## src/rtl/status_led_ctl.sv

```systemverilog
// ---------------------------------------------------------------------------
// status_led_ctl
//
// Multi-channel status-LED driver for board tops. Each channel carries a
// runtime-selectable mode: off, on, level-follow, pulse-stretched activity,
// heartbeat or an N-flash blink code. A shared prescaler produces a slow
// tick from which the activity hold time, the heartbeat and the blink
// phases are derived. Mode registers are written from the local-bus decoder.
//
// Ports
//   clk        in   1      single clock (lb_clk)
//   reset      in   1      asynchronous, active-high
//   status_in  in   N_CH   level inputs (LEVEL mode)
//   event_in   in   N_CH   activity strobes (ACTIVITY mode), any width
//   cfg_we     in   1      mode register write strobe
//   cfg_addr   in   4      channel index for write and readback
//   cfg_wdata  in   8      [2:0] mode, [6:3] blink count, [7] reserved
//   cfg_rdata  out  8      registered readback {1'b0, count, mode}
//   tick       out  1      one-cycle prescaler tick
//   led        out  N_CH   registered LED drive, ACTIVE_LOW applied
// ---------------------------------------------------------------------------
module status_led_ctl #(
    parameter int         N_CH          = 4,
    parameter int         PRESC_W       = 20,
    parameter int         HB_SEL        = 6,
    parameter int         STRETCH_TICKS = 8,
    parameter int         BLINK_TICKS   = 16,
    parameter int         ACTIVE_LOW    = 0,
    parameter logic [2:0] DEFAULT_MODE  = 3'd4
) (
    input  logic            clk,
    input  logic            reset,
    input  logic [N_CH-1:0] status_in,
    input  logic [N_CH-1:0] event_in,
    input  logic            cfg_we,
    input  logic [3:0]      cfg_addr,
    input  logic [7:0]      cfg_wdata,
    output logic [7:0]      cfg_rdata,
    output logic            tick,
    output logic [N_CH-1:0] led
);

    // Channel modes; 6 and 7 decode as OFF.
    localparam logic [2:0] MODE_OFF      = 3'd0;
    localparam logic [2:0] MODE_ON       = 3'd1;
    localparam logic [2:0] MODE_LEVEL    = 3'd2;
    localparam logic [2:0] MODE_ACTIVITY = 3'd3;
    localparam logic [2:0] MODE_HB       = 3'd4;
    localparam logic [2:0] MODE_BLINK    = 3'd5;

    // Blink FSM states.
    localparam logic [1:0] ST_ON  = 2'd0;
    localparam logic [1:0] ST_OFF = 2'd1;
    localparam logic [1:0] ST_GAP = 2'd2;

    // The phase counter must hold the longest phase (GAP = 4*BLINK_TICKS).
    localparam int              PH_W     = $clog2(4 * BLINK_TICKS);
    localparam logic [PH_W-1:0] ON_LAST  = PH_W'(BLINK_TICKS - 1);
    localparam logic [PH_W-1:0] GAP_LAST = PH_W'(4 * BLINK_TICKS - 1);
    localparam logic [7:0]      STRETCH_LOAD = 8'(STRETCH_TICKS);

    localparam logic [N_CH-1:0] LED_OFF = (ACTIVE_LOW != 0) ? '1 : '0;

    // -----------------------------------------------------------------------
    // Shared prescaler and tick counter
    // -----------------------------------------------------------------------
    logic [PRESC_W-1:0] presc_q;
    logic [7:0]         tick_cnt;

    // NOTE: state registers use non-blocking assignments so every flop
    // samples the pre-edge values of its neighbours, regardless of the
    // order the always blocks are evaluated in.
    always_ff @(posedge clk or posedge reset) begin
        if (reset) begin
            presc_q  <= '0;
            tick_cnt <= '0;
        end else begin
            presc_q <= presc_q + PRESC_W'(1);
            if (tick) begin
                tick_cnt <= tick_cnt + 8'd1;
            end
        end
    end

    // Decoded from the counter register, so it is high for exactly the one
    // cycle in which the counter is all-ones and low while in reset.
    assign tick = &presc_q;

    // Heartbeat is common to all channels, which keeps them phase-aligned.
    logic hb_level;
    assign hb_level = tick_cnt[HB_SEL];

    // -----------------------------------------------------------------------
    // Per-channel state
    // -----------------------------------------------------------------------
    logic [N_CH-1:0] led_next;
    logic [7:0]      rd_word [N_CH];

    for (genvar g = 0; g < N_CH; g++) begin : g_ch
        logic            wr_sel;
        logic [2:0]      mode_q;
        logic [3:0]      count_q;
        logic [7:0]      stretch_q;
        logic [1:0]      state_q;
        logic [PH_W-1:0] phase_q;
        logic [3:0]      flash_q;
        logic            led_raw;

        // Out-of-range addresses never match any channel, so such writes
        // fall through without effect.
        assign wr_sel = cfg_we && (cfg_addr == 4'(g));

        // NOTE: the mode/count registers are reset explicitly; they form a
        // small register file, not a RAM, and the board must come up in a
        // known LED pattern before software touches it.
        always_ff @(posedge clk or posedge reset) begin
            if (reset) begin
                mode_q  <= DEFAULT_MODE;
                count_q <= '0;
            end else if (wr_sel) begin
                mode_q  <= cfg_wdata[2:0];
                count_q <= cfg_wdata[6:3];
            end
        end

        assign rd_word[g] = {1'b0, count_q, mode_q};

        // Activity stretch counter: an event (re)loads the full hold time,
        // which wins over a tick in the same cycle; a config write clears it.
        always_ff @(posedge clk or posedge reset) begin
            if (reset) begin
                stretch_q <= '0;
            end else if (wr_sel) begin
                stretch_q <= '0;
            end else if (event_in[g]) begin
                stretch_q <= STRETCH_LOAD;
            end else if (tick && (stretch_q != 8'd0)) begin
                stretch_q <= stretch_q - 8'd1;
            end
        end

        // Blink FSM. Phases only advance on ticks, so the first phase after
        // a restart can be up to one tick short. A zero flash count parks
        // the FSM in GAP with the LED dark.
        always_ff @(posedge clk or posedge reset) begin
            if (reset) begin
                state_q <= ST_GAP;
                phase_q <= '0;
                flash_q <= '0;
            end else if (wr_sel) begin
                state_q <= (cfg_wdata[6:3] == 4'd0) ? ST_GAP : ST_ON;
                phase_q <= '0;
                flash_q <= '0;
            end else if (count_q == 4'd0) begin
                state_q <= ST_GAP;
                phase_q <= '0;
                flash_q <= '0;
            end else if (tick) begin
                case (state_q)
                    ST_ON: begin
                        if (phase_q == ON_LAST) begin
                            state_q <= ST_OFF;
                            phase_q <= '0;
                            flash_q <= flash_q + 4'd1;
                        end else begin
                            phase_q <= phase_q + PH_W'(1);
                        end
                    end
                    ST_OFF: begin
                        if (phase_q == ON_LAST) begin
                            state_q <= (flash_q < count_q) ? ST_ON : ST_GAP;
                            phase_q <= '0;
                        end else begin
                            phase_q <= phase_q + PH_W'(1);
                        end
                    end
                    ST_GAP: begin
                        if (phase_q == GAP_LAST) begin
                            state_q <= ST_ON;
                            phase_q <= '0;
                            flash_q <= '0;
                        end else begin
                            phase_q <= phase_q + PH_W'(1);
                        end
                    end
                    default: begin
                        state_q <= ST_GAP;
                        phase_q <= '0;
                        flash_q <= '0;
                    end
                endcase
            end
        end

        // Output select. Every channel keeps its stretch and blink state
        // running; the mode only decides which source reaches the pin.
        // NOTE: led_raw gets a default before the case so that no path
        // leaves it unassigned, which would infer a latch.
        always_comb begin
            led_raw = 1'b0;
            case (mode_q)
                MODE_OFF:      led_raw = 1'b0;
                MODE_ON:       led_raw = 1'b1;
                MODE_LEVEL:    led_raw = status_in[g];
                MODE_ACTIVITY: led_raw = (stretch_q != 8'd0) || event_in[g];
                MODE_HB:       led_raw = hb_level;
                MODE_BLINK:    led_raw = (state_q == ST_ON);
                default:       led_raw = 1'b0;
            endcase
        end

        assign led_next[g] = led_raw;
    end

    // -----------------------------------------------------------------------
    // Registered outputs
    // -----------------------------------------------------------------------
    logic [7:0] rd_next;

    always_comb begin
        rd_next = '0;
        for (int i = 0; i < N_CH; i++) begin
            if (cfg_addr == 4'(i)) begin
                rd_next = rd_word[i];
            end
        end
    end

    // Readback samples the registers before this edge's write lands, so a
    // write and read of the same channel in one cycle returns the old value.
    always_ff @(posedge clk or posedge reset) begin
        if (reset) begin
            cfg_rdata <= '0;
            led       <= LED_OFF;
        end else begin
            cfg_rdata <= rd_next;
            led       <= (ACTIVE_LOW != 0) ? ~led_next : led_next;
        end
    end

    // Reserved write bit, accepted and ignored.
    logic unused_wdata;
    assign unused_wdata = cfg_wdata[7];

endmodule

```

## config.mk

```make
export PLATFORM = sky130hd
export DESIGN_NAME = status_led_ctl
export DESIGN_NICKNAME = d
export VERILOG_FILES = /design/src/rtl/status_led_ctl.sv
export SDC_FILE = /design/constraint.sdc
export NUM_CORES = 1
export LEC_CHECK = 0
export BUFFER_PORTS_ARGS = -buffer_cell sky130_fd_sc_hd__buf_2
export CORE_MARGIN = 2
export CORE_UTILIZATION = 45
export CTS_CLUSTER_SIZE = 30
export DETAILED_ROUTE_END_ITERATION = 7
export PLACE_DENSITY = 0.75
export SYNTH_ARGS = -nofsm -noshare
export SYNTH_HDL_FRONTEND = slang
export SYNTH_SLANG_ARGS = --single-unit
```

## constraint.sdc

```tcl
create_clock -name clk -period 4.3 [get_ports clk]
set_input_delay 0.215 -clock clk [delete_from_list [all_inputs] [get_ports clk]]
set_output_delay 0.215 -clock clk [all_outputs]
set_load 0.02 [all_outputs]
```

==> results of run 1 <==
==> state kept, by name (all words and copies together), names as in the netlist <==
name,count
g_ch.stretch_q,32
g_ch.phase_q,24
presc_q,20
g_ch.count_q,16
g_ch.flash_q,16
g_ch.mode_q,12
g_ch.state_q,8
cfg_rdata,7
tick_cnt,7
led,4
==> stage by stage <==
step | worst slack (ps) | power, W | util | hold slack [ps]
after floorplan | 175.3 | 0.002084 | - | 331.8
after global placement | 1496 | 0.002258 | 0.4820 | 388.7
after detailed placement | 1440 | 0.002273 | 0.4820 | 390.5
after CTS | 1411 | 0.003861 | 0.5193 | 34.24
after global routing | 1148 | 0.004004 | 0.5193 | 61.18
final | 1348 | 0.003844 | 0.5193 | 50.87
==> path summary, 6_finish.rpt <==
check                      depth (start not counted)                   end  slack (ps)
hold / removal                                     3  g_ch[2].stretch_q[3]          50
hold reg to reg                                    1            presc_q[0]         480
setup / recovery                                   5    g_ch[3].phase_q[2]        1350
max in group asynchronous                          4     g_ch[2].mode_q[2]        2890
setup reg to reg                                   5    g_ch[3].phase_q[2]        1350
min in group asynchronous                          3  g_ch[3].stretch_q[6]         450
==> cell usage after synthesis (all sizes together), types with 8 or more instances <==
master / count
inv: 33
a21oi: 48
nand3b: 10
or2: 10
o21ai: 45
nor2: 46
nor4: 12
buf: 12
or4: 15
clkbuf: 12
dfrtp: 138
nand3: 39
nor2b: 8
xnor2: 20
or3: 11
nand2: 59
nor3: 21
nand4: 16
and3: 19
nand4b: 11
o31ai: 14
xor2: 14
a211oi: 11
dfstp: 8
mux2: 27
ha: 29
==> placed cells by master (no fill, tap or decap), drive strengths merged, types with 27 or more instances in the layout <==
cell type  netlist  final
buf             12     45
o21ai           45     45
ha              29     29
dfrtp          138    138
a21oi           48     48
nor2            46     46
nand3           39     39
mux2            27     27
nand2           59     59
inv             33     34
==> final cells by class <==
type / instances / area, um^2 / area share
Tap cell: 225 / 281.5 / 0.03167
Inverter: 33 / 128.9 / 0.01450
Clock buffer: 20 / 446.7 / 0.05025
Timing Repair Buffer: 46 / 265.3 / 0.02984
Sequential cell: 146 / 3664 / 0.4122
Multi-Input combinational cell: 570 / 3921 / 0.4412
Clock inverter: 12 / 181.4 / 0.02041
==> cell families after synthesis <==
kind of cell / Yosys count
simple gates: 302
mux: 38
compound gates: 166
fa+ha+maj: 29
flops: 146
xor+xnor: 34
buf+inv: 57
other cells: 1
==> power by group through the flow <==
| stage | logic [W] | clock network (W) | registers (W) |
|---|---|---|---|
| finish | 0.000583 | 0.00159 | 0.00167 |
| global route | 0.000653 | 0.00166 | 0.00170 |
| floorplan | 0.000442 | 0 | 0.00164 |
| global placement | 0.000567 | 0 | 0.00169 |
| detailed placement | 0.000579 | 0 | 0.00169 |
| CTS | 0.000586 | 0.00160 | 0.00167 |
==> worst max-delay path, cell delays in order (launching register included) <==
cell and delay, ps:
dfrtp_1 420, nand4_1 140, nor3_1 950, and2_1 940, nand4b_1 190, a31oi_1 210
==> layer usage <==
metal	track usage	up-vias	share of wire
met4	0.1007	2	0.033
met3	0.04415	45	0.047
met5	0	-	0.00060
met2	0.3322	157	0.47
li1	-	2959	-
met1	0.2781	3093	0.45
==> results.md, run 1 <==
* H-Tree Depth at 4
* Gr usage total at 0.2107
* Share of layout cells above drive strength 1 at 0.1753
* Synthesized area at 0.007810 mm^2
* Power density cells at 432.4 mW/mm^2
* CTS clk-pin slew, worst paths at 60 ps
* PortBufs at 33
* Tcrit/Tclk final at 0.6865
* Cell row count at 48
* Async set-reset flop share out of synthesis at 1.000
* Comb pwr share at 0.152
* HP Class: in -> reg
* Synth Area in Compound Gates at 0.1343
* DIE HEIGHT at 135.7 um
* Synthesized flop and latch total at 146
* Adder-cell share of the synthesized area at 0.04646
* Ant diodes at 0
* # setup viols final at 0
* Largest net degree at the start of global routing at 79
* Peak VDD IR at 282.4 uV
* EDFF count, synth at 0
* Ys Warns at 0
* Number of global-route vias before repair at 6048
* Iteration-0 DRC Markers at 445
* Syn Area/Cell at 10.10 um^2
* Synth top area share at 0.4422
* Detailed Route WL at 18310 um
* Clock Tree Root: clkbuf_16
* Cell Area, Placed at 0.008250 mm^2
* Core area at 0.01712 mm^2
* Critical Path AT at 3300 ps
* Placed wire-length estimate at 12440 um
* Routed Antenna Nets at 0
* Synth-to-layout area growth at 13.81%
* Post-Place Cells at 1019
* Non-filler cells, final at 1052
* Status: complete, no violations
* Top cells by area, synth: dfrtp_1 (44%), ha_1 (4.6%), mux2_2 (3.9%)
* Largest family of logic cells by synthesized area: simple AND/OR/NAND/NOR gates
* Clock Skew at 10.70 ps
* Sw frac at 0.2803
* Hold-fix buffers, CTS at 1
* Die ar. at 0.01843 mm^2
* Setup TNS at 0 ps
* Drt pass-1 iters at 5
* Internal at 0.002766 W
* Fill cell count at 1492
* Crit path from: presc_q[13]
* CTS Buffer Depth at 2
* Prevailing post-synth register cell: dfrtp_1
* Fmax at 338.8 MHz
* Xor/xnor share of the synthesized area at 0.03813
* Psw at 0.001077 W
* Antenna violations before repair at 1
* DRC viols at 0
* Post-CTS Setup Bufs at 0
* Slew Viols, Final at 0
* Power share of the sequential group at 0.436
* Tmin final at 2952 ps
* Maxcap violations at 0
* CTS Buf Count at 17
* Critical path required time at 4640 ps
* Top-level port count at 36
* Net Count, Synth at 825
* Initial cell density of the core at 0.4563
* Via count at 6256
* Synth area leader: dfrtp_1
* Grt ovf at 0
* CP startpoint kind: register
* Design area at 0.008889 mm^2
* Sequential share of the synthesized area at 0.4691
* Post-synthesis simple-gate area fraction at 0.2176
* Crit path max fanout at 22
* Worst Tran Pin Value at 1179 ps
* Worst hold start: event_in[2]
* Die W at 135.7 um
* Reg-to-Reg Start: presc_q[13]
* Nets at 866
* Clk_lat worst skew at 430 ps
* WS Path Type: reg -> reg
* Post-CTS resize count at 0
* CTS sink cnt at 146
* Gate Count Post-Synth at 773
* DR vias/cell at 5.947
* Routability Congestion at 0.8212
* Wire length per cell at 17.40 um
* Leak at 3.905 nW
* CTS tree: built
* Crit end category: register
* Hold Vio Cnt, Final at 0
* Post-synthesis mux area share at 0.06424
* Relative slew slack at 0.2082
* Clock power share at 0.413
* Unrepaired setup endpoints after global routing: no
* First-pass GRT wire length at 30420 um
* Synth cell types at 67
Power figures use the tool's default switching activity.
==> run 2: changes to the inputs <==
- ABC_AREA: unset -> 1
- clock period: 4.3 -> 2.6 ns (I/O delays scaled with it)
==> run 2 against run 1 <==
Compared with the run above: the flow now finishes with violations (design-rule violations); routed wire length shrank 3.7%; clock skew is 1.8 ps lower; sequential cell count unchanged; worst setup slack got worse by 890 ps; final cell count increased by 28%; non-clock buffer count is 1 lower; critical path depth grew 6; combinational power rose to 3.2 times the previous value; clock power up 60%; die area is 5.4% higher; worst hold slack got worse by 22 ps; via count increased by 11%; critical endpoint is now g_ch[1].state_q[0]; largest power group unchanged.
==> results.md, run 2 <==
* Ys Warns at 0 (unchanged)
* RR Endpoint: g_ch[1].state_q[0] (was g_ch[3].phase_q[2])
* Synthesized area at 0.008244 mm^2 (was 0.007810 mm^2)
* EDFF count, synth at 0 (unchanged)
* Reg-to-Reg Start: presc_q[0] (was presc_q[13])
* Gate Count Post-Synth at 1057 (was 773)
* Clock Tree Root: clkbuf_16 (unchanged)
* HP Class: in -> reg (unchanged)
* Critical path required time at 2950 ps (was 4640 ps)
* Antenna violations before repair at 0 (was 1)
* Regs by FF count: g_ch.stretch_q: 32 flops, g_ch.phase_q: 24 flops, presc_q: 20 flops (unchanged)
* PortBufs at 33 (unchanged)
* Post-Place Cells at 1312 (was 1019)
* Top-level port count at 36 (unchanged)
* Top reg by flops: g_ch.stretch_q (unchanged)
* Crit-path slowest cell: dfrtp_1 (was nor3_1)
* Max reg flops at 32 (unchanged)
* Crit path max fanout at 11 (was 22)
* WS Path Type: reg -> reg (unchanged)
* Min-Delay Path Depth at 4 (was 3)
* Tmin final at 2144 ps (was 2952 ps)
* Crit end category: register (unchanged)
* Leak at 4.756 nW (was 3.905 nW)
* Clk_lat worst skew at 430 ps (about the same)
* Cell mode on critical path: nand2_1
* Worst Tran Pin Value at 839.7 ps (was 1179 ps)
* Non-filler cells, final at 1348 (was 1052)
* Routed Antenna Nets at 0 (unchanged)
* Fmax at 466.5 MHz (was 338.8 MHz)
* Ant diodes at 0 (unchanged)
* Async set-reset flop share out of synthesis at 1.000 (unchanged)
* Nets at 1158 (was 866)
* Commonest non-fill, non-tap cell in the layout: nand2_1 (was dfrtp_1)
* H-Tree Depth at 4 (unchanged)
* Cell depth of the worst flop-to-flop path at 11 (was 5)
* Iteration-0 DRC Markers at 483 (was 445)
* Synth area leader: dfrtp_1 (unchanged)
* DIE HEIGHT at 139.4 um (was 135.7 um)
* Clock Skew at 8.868 ps (was 10.70 ps)
* Power density cells at 778.1 mW/mm^2 (was 432.4 mW/mm^2)
* CTS Buf Count at 17 (unchanged)
* Hold endpoint: g_ch[2].stretch_q[6] (was g_ch[2].stretch_q[3])
* Critical path, cell by cell: ha_1 -> nand2_1 -> nor2_2 -> nand2_2 -> nor2_4 -> nand3_4 -> nand2_1 -> nand2_1 -> inv_1 -> nand2_1 -> o21ai_0 (was nand4_1 -> nor3_1 -> and2_1 -> nand4b_1 -> a31oi_1)
* Via count at 6944 (was 6256)
* Sequential share of the synthesized area at 0.4444 (was 0.4691)
* Gr usage total at 0.1893 (was 0.2107)
* Peak VDD IR at 699.3 uV (was 282.4 uV)
* Setup TNS at 0 ps (unchanged)
* Die W at 139.4 um (was 135.7 um)
* Synthesized flop and latch total at 146 (unchanged)
* Grt ovf at 0 (unchanged)
* First-pass GRT wire length at 30350 um (was 30420 um)
* Syn Area/Cell at 7.800 um^2 (was 10.10 um^2)
* Fill cell count at 1651 (was 1492)
* Core area at 0.01796 mm^2 (was 0.01712 mm^2)
* CTS sink cnt at 146 (unchanged)
* CP startpoint kind: register (unchanged)
* Maxcap violations at 0 (unchanged)
* Slew Viols, Final at 0 (unchanged)
* Die ar. at 0.01942 mm^2 (was 0.01843 mm^2)
* Routability Congestion at 0.8500 (was 0.8212)
* Number of global-route vias before repair at 6612 (was 6048)
* Critical Path AT at 2490 ps (was 3300 ps)
* DR vias/cell at 5.151 (was 5.947)
* CTS tree: built (unchanged)
* Wire length per cell at 13.08 um (was 17.40 um)
* Unrepaired setup endpoints after global routing: no (unchanged)
* Largest net degree at the start of global routing at 147 (was 79)
* CTS clk-pin slew, worst paths at 60 ps (about the same)
* Synth-to-layout area growth at 13.23% (was 13.81%)
* Hold Vio Cnt, Final at 0 (unchanged)
* Top cells by area, synth: dfrtp_1 (42%), nand2_1 (12%), inv_1 (7.1%) (was dfrtp_1 (44%), ha_1 (4.6%), mux2_2 (3.9%))
* Detailed Route WL at 17630 um (was 18310 um)
* # setup viols final at 0 (unchanged)
* Largest stage delay on the critical path at 390 ps (was 950 ps)
* Final hold slack at 28.83 ps (was 50.87 ps)
* Most frequent cells in the layout: nand2_1 (260), inv_1 (155), dfrtp_1 (138) (was dfrtp_1 (138), nand2_1 (59), a21oi_1 (48))
* Synth top cells by count: nand2_1 (260), inv_1 (156), dfrtp_1 (138), nor2_1 (80), o21ai_0 (78) (was dfrtp_1 (138), nand2_1 (59), a21oi_1 (48), nor2_1 (46), o21ai_0 (44))
* Status: finished, violations left (was complete, no violations)
* Share of layout cells above drive strength 1 at 0.09741 (was 0.1753)
* Cell row count at 49 (was 48)
* DRC viols at 2 (was 0)
* Initial cell density of the core at 0.4589 (was 0.4563)
* Placed wire-length estimate at 12420 um (was 12440 um)
* Violated checks: design-rule violations
* Synth top area share at 0.4189 (was 0.4422)
* WP buf/inv at 1 (was 0)
* Relative slew slack at 0.4402 (was 0.2082)
* Prevailing post-synth register cell: dfrtp_1 (unchanged)
* Net Count, Synth at 1109 (was 825)
* Tcrit/Tclk final at 0.8245 (was 0.6865)
* Delay-heaviest family, CP: simple AND/OR/NAND/NOR gates (unchanged)
* Worst hold start: event_in[2] (unchanged)
* Synth cell types at 37 (was 67)
* Drt pass-1 iters at 8 (was 5)
* Internal reg-to-reg setup slack at 460 ps (was 1350 ps)
* Most common cell in the synthesized netlist: nand2_1 (was dfrtp_1)
* CTS Buffer Depth at 2 (unchanged)
==> run 2: cell types whose count changed after synthesis, sizes merged, moves of 18 or more <==
cell	change
and3	-18
nor2	+42
mux2	-27
nand2	+210
xor2	+28
nand3	+37
o21ai	+56
inv	+125
==> run 2: cells by family (layout without fill, tap and decap cells) <==
group | after synthesis | count (layout) | share of synthesized area
AOI/OAI and AO/OA | 159 | 159 | 0.1003
buffers and inverters | 173 | 235 | 0.08286
adders and majority gates | 29 | 29 | 0.04401
and+or+nand+nor | 499 | 499 | 0.2749
other | 1 | 1 | 0.0004549
DFF | 146 | 146 | 0.4444
xor gates and xnor gates | 50 | 50 | 0.05312
==> run 2: what timing repair did <==
| item | CTS | global route |
|---|---|---|
| endpoints found under the hold margin | 92 | 0 |
| hold buffers | 4 | 0 |
| buffers inserted | 0 | 0 |
| resized for setup | 0 | 0 |
==> run 2: power breakdown <==
| part | total (W) | internal [W] | switching, W |
|---|---|---|---|
| logic | 0.00186 | 0.000633 | 0.00122 |
| registers | 0.00286 | 0.00259 | 0.000274 |
| clock network | 0.00254 | 0.00160 | 0.000941 |
| total | 0.00726 | 0.00483 | 0.00244 |
==> run 2: final cells by class <==
cell class / count / area (um^2) / share of cell area
Clock buffer: 22 / 484.2 / 0.05187
Inverter: 158 / 596.8 / 0.06393
Clock inverter: 10 / 128.9 / 0.01381
Timing Repair Buffer: 45 / 277.8 / 0.02975
Multi-Input combinational cell: 738 / 3897 / 0.4175
Sequential cell: 146 / 3664 / 0.3924
Tap cell: 229 / 286.5 / 0.03069
==> run 2: worst max path at each step <==
stage                     from            endpoint  slack, ps  cells after the start
floorplan                reset        cfg_rdata[0]        640                      1
global placement    presc_q[0]  g_ch[1].state_q[0]        500                     11
detailed placement  presc_q[0]  g_ch[1].state_q[0]        450                     11
CTS                 presc_q[0]                tick        420                      8
global route        presc_q[0]  g_ch[1].state_q[0]        190                     11
finish              presc_q[0]  g_ch[1].state_q[0]        460                     11
==> run 2: metrics by stage <==
stage            util  setup WS, ps  total power [W]  instance area, um^2
3_3_place_gp   0.4833         499.3         0.004672                 8682
5_1_grt        0.5197         191.0         0.007755                 9335
6_report       0.5197         456.3         0.007264                 9335
4_1_cts        0.5197         422.8         0.007324                 9335
2_1_floorplan       -         643.5         0.004300                 8248
3_5_place_dp   0.4833         454.8         0.004739                 8682
==> run 2: routing by layer <==
metal / up-vias / part of all wire / track usage / wire, um
met2: 171 / 0.47 / 0.3016 / 8229
met3: 25 / 0.048 / 0.03785 / 848
li1: 3532 / - / - / -
met1: 3216 / 0.47 / 0.2571 / 8244
met4: 0 / 0.017 / 0.07071 / 304
met5: - / 0 / 0 / 0
==> run 2: worst reg2reg max path, cell delays in order, from the launching register on <==
cell and delay, ps:
dfrtp_1 390, ha_1 200, nand2_1 90, nor2_2 130, nand2_2 130, nor2_4 150, nand3_4 160, nand2_1 320
nand2_1 230, inv_1 130, nand2_1 50, o21ai_0 70
==> run 3: changes to the inputs <==
- PLACE_DENSITY: 0.75 -> 0.72
- clock period: 2.6 -> 2 ns (I/O delays scaled with it)
==> run 3 against run 2 <==
Compared with the run above: the flow now finishes without violations; worst setup slack worse by 350 ps; sequential power is 30% higher; non-clock buffer count up 22; register-to-register slack got worse by 340 ps; global-route usage grew 0.77 points; worst hold slack worse by 14 ps; power is 35% higher; sequential cell count unchanged; critical endpoint is now tick; largest power group unchanged.
==> results.md, run 3 (synthesis gave the netlist of run 2 again) <==
* Post-Place Cells at 1322 (was 1312)
* Sw frac at 0.3311 (was 0.3357)
* Detailed Route WL at 18200 um (was 17630 um)
* Drt pass-1 iters at 5 (was 8)
* Ant diodes at 0 (unchanged)
* H-Tree Depth at 4 (unchanged)
* Placed wire-length estimate at 12870 um (was 12420 um)
* Clock Skew at 6.083 ps (was 8.868 ps)
* Most frequent cells in the layout: nand2_1 (258), inv_1 (153), dfrtp_1 (138) (was nand2_1 (260), inv_1 (155), dfrtp_1 (138))
* Fmax at 527.0 MHz
* Relative slew slack at 0.6228 (was 0.4402)
* Power share of the sequential group at 0.381 (was 0.394)
* Number of global-route vias before repair at 6624 (was 6612)
* Crit-path slowest cell: dfrtp_1 (unchanged)
* Routability Congestion at 0.8523 (was 0.8500)
* HP Class: in -> reg (unchanged)
* Internal at 0.006550 W (was 0.004826 W)
* PortBufs at 33 (unchanged)
* Clk_lat worst skew at 430 ps (about the same)
* Peak VDD IR at 726.9 uV (was 699.3 uV)
* CTS Buffer Depth at 2 (unchanged)
* WP buf/inv at 3 (was 1)
* Worst Tran Pin Value at 564.6 ps (was 839.7 ps)
* Synth-to-layout area growth at 16.89% (was 13.23%)
* Largest stage delay on the critical path at 370 ps (was 390 ps)
* Commonest non-fill, non-tap cell in the layout: nand2_1 (unchanged)
* Critical Path AT at 1800 ps (was 2490 ps)
* CTS Buf Count at 17 (unchanged)
* Tcrit/Tclk final at 0.9488
* Final hold slack at 14.87 ps (was 28.83 ps)
* First-pass GRT wire length at 31400 um (was 30350 um)
* Design area at 0.009637 mm^2 (was 0.009335 mm^2)
* CP startpoint kind: register (unchanged)
* Maxcap violations at 0 (unchanged)
* Power density cells at 1016 mW/mm^2 (was 778.1 mW/mm^2)
* CTS clk-pin slew, worst paths at 60 ps (about the same)
* Routed Antenna Nets at 0 (unchanged)
* Wire length per cell at 13.29 um (was 13.08 um)
* Antenna violations before repair at 0 (unchanged)
* Die ar. at 0.01942 mm^2 (unchanged)
* Critical path, cell by cell: ha_2 -> nand2_1 -> nor2_2 -> nand2_2 -> nor2_4 -> nand3_4 -> inv_2 -> buf_6 -> buf_4 (was ha_1 -> nand2_1 -> nor2_2 -> nand2_2 -> nor2_4 -> nand3_4 -> nand2_1 -> nand2_1 -> inv_1 -> nand2_1 -> o21ai_0)
* Status: complete, no violations (was finished, violations left)
* Psw at 0.003242 W (was 0.002438 W)
* Crit path max fanout at 3 (was 11)
* DIE HEIGHT at 139.4 um (unchanged)
* Tmin final at 1898 ps
* Crit end category: output pin (was register)
* Initial cell density of the core at 0.4589 (unchanged)
* Share of layout cells above drive strength 1 at 0.1202 (was 0.09741)
* Grt met1 use at 0.2743 (was 0.2571)
* Met2 Track Usage GR at 0.3104 (was 0.3016)
* Met3 GRT Util at 0.04061 (was 0.03785)
* Comb pwr share at 0.261 (was 0.256)
* Top-level port count at 36 (unchanged)
* CTS sink cnt at 146 (unchanged)
* Critical path required time at 1900 ps (was 2950 ps)
* Nets at 1181 (was 1158)
* Clock Tree Root: clkbuf_16 (unchanged)
* Core area at 0.01796 mm^2 (unchanged)
* Cell row count at 49 (unchanged)
* Slew Viols, Final at 0 (unchanged)
* CTS tree: built (unchanged)
* DRC viols at 0 (was 2)
* Non-filler cells, final at 1369 (was 1348)
* Regs by FF count: g_ch.stretch_q: 32 flops, g_ch.phase_q: 24 flops, presc_q: 20 flops (unchanged)
* Gr usage total at 0.1970 (was 0.1893)
* WS Path Type: reg -> out (was reg -> reg)
* # setup viols final at 0 (unchanged)
* Die W at 139.4 um (unchanged)
* DR vias/cell at 5.140 (was 5.151)
* Clock power share at 0.358 (was 0.350)
* Largest net degree at the start of global routing at 43 (was 147)
* Leak at 4.894 nW (was 4.756 nW)
* Cell Area, Placed at 0.008757 mm^2 (was 0.008682 mm^2)
* Via count at 7036 (was 6944)
* Top reg by flops: g_ch.stretch_q (unchanged)
* Delay-heaviest family, CP: simple AND/OR/NAND/NOR gates (unchanged)
* Iteration-0 DRC Markers at 432 (was 483)
* Max reg flops at 32 (unchanged)
* Hold Vio Cnt, Final at 0 (unchanged)
* Busiest grt layer: met2 (unchanged)
* Grt ovf at 0 (unchanged)
==> run 3: cell types whose count changed in the layout (fill, tap and decap cells not counted), moves of 3 or more <==
| cell | previous run | this run |
|---|---|---|
| nand3_2 | 6 | 3 |
| clkinv_2 | 6 | 2 |
| nand3_4 | 2 | 5 |
| nand2_4 | 0 | 4 |
| buf_4 | 7 | 26 |
==> run 3: power by group through the flow <==
stage	sequential (W)	clock (W)	combinational (W)
detailed placement	0.00376	0	0.00241
floorplan	0.00372	0	0.00187
global route	0.00379	0.00371	0.00294
finish	0.00373	0.00351	0.00255
CTS	0.00372	0.00357	0.00248
global placement	0.00376	0	0.00235
==> run 3: area by class of cell <==
class | instances | area [um^2]
fill | 1643 | 8327
inverter | 158 | 596.8
multi-input combinational | 739 | 3974
tap | 229 | 286.5
sequential | 146 | 3664
timing repair buffer | 67 | 467.9
clock buffer | 21 | 470.5
clock inverter | 9 | 177.7
==> run 3: metal layers <==
metal,part of all wire,wire (um)
met1,0.48,8679
met2,0.46,8404
met3,0.047,849
met4,0.015,265
met5,0,0
==> run 3: metrics by stage <==
step	util	setup TNS (ps)	worst slack, ps	power [W]
floorplan	-	0	73.51	0.005590
global placement	0.4875	0	31.90	0.006109
detailed placement	0.4875	-0.6559	-0.6559	0.006177
CTS	0.5298	0	9.412	0.009778
global route	0.5365	-11.64	-8.894	0.01043
finish	0.5365	0	102.5	0.009792
==> run 3: timing repair <==
item / CTS / global route
pin swaps: 2 / 4
hold buffers: 5 / 0
setup buffers: 4 / 7
endpoints found under the setup margin: 5 / 63
endpoints found under the hold margin: 28 / 0
gates resized for setup: 7 / 15
cloned: 0 / 1
==> run 3: worst reg2reg max path: cells and delay by family, from the launching register on <==
kind | cells | cell delay [ps]
compound gates | 1 | 70
fa+ha+maj | 1 | 180
buf+inv | 2 | 340
flops | 1 | 370
simple gates | 8 | 810
==> run 3: path summary, 6_finish.rpt <==
kind	start	to	depth (start not counted)	slack, ps
max	presc_q[1]	tick	9	100
min	cfg_wdata[0]	g_ch[1].mode_q[0]	3	10
max reg2reg	presc_q[1]	g_ch[2].flash_q[1]	12	120
min reg2reg	presc_q[10]	presc_q[10]	1	460
max in group asynchronous	reset	g_ch[2].state_q[1]	4	970
min in group asynchronous	reset	tick_cnt[4]	3	280
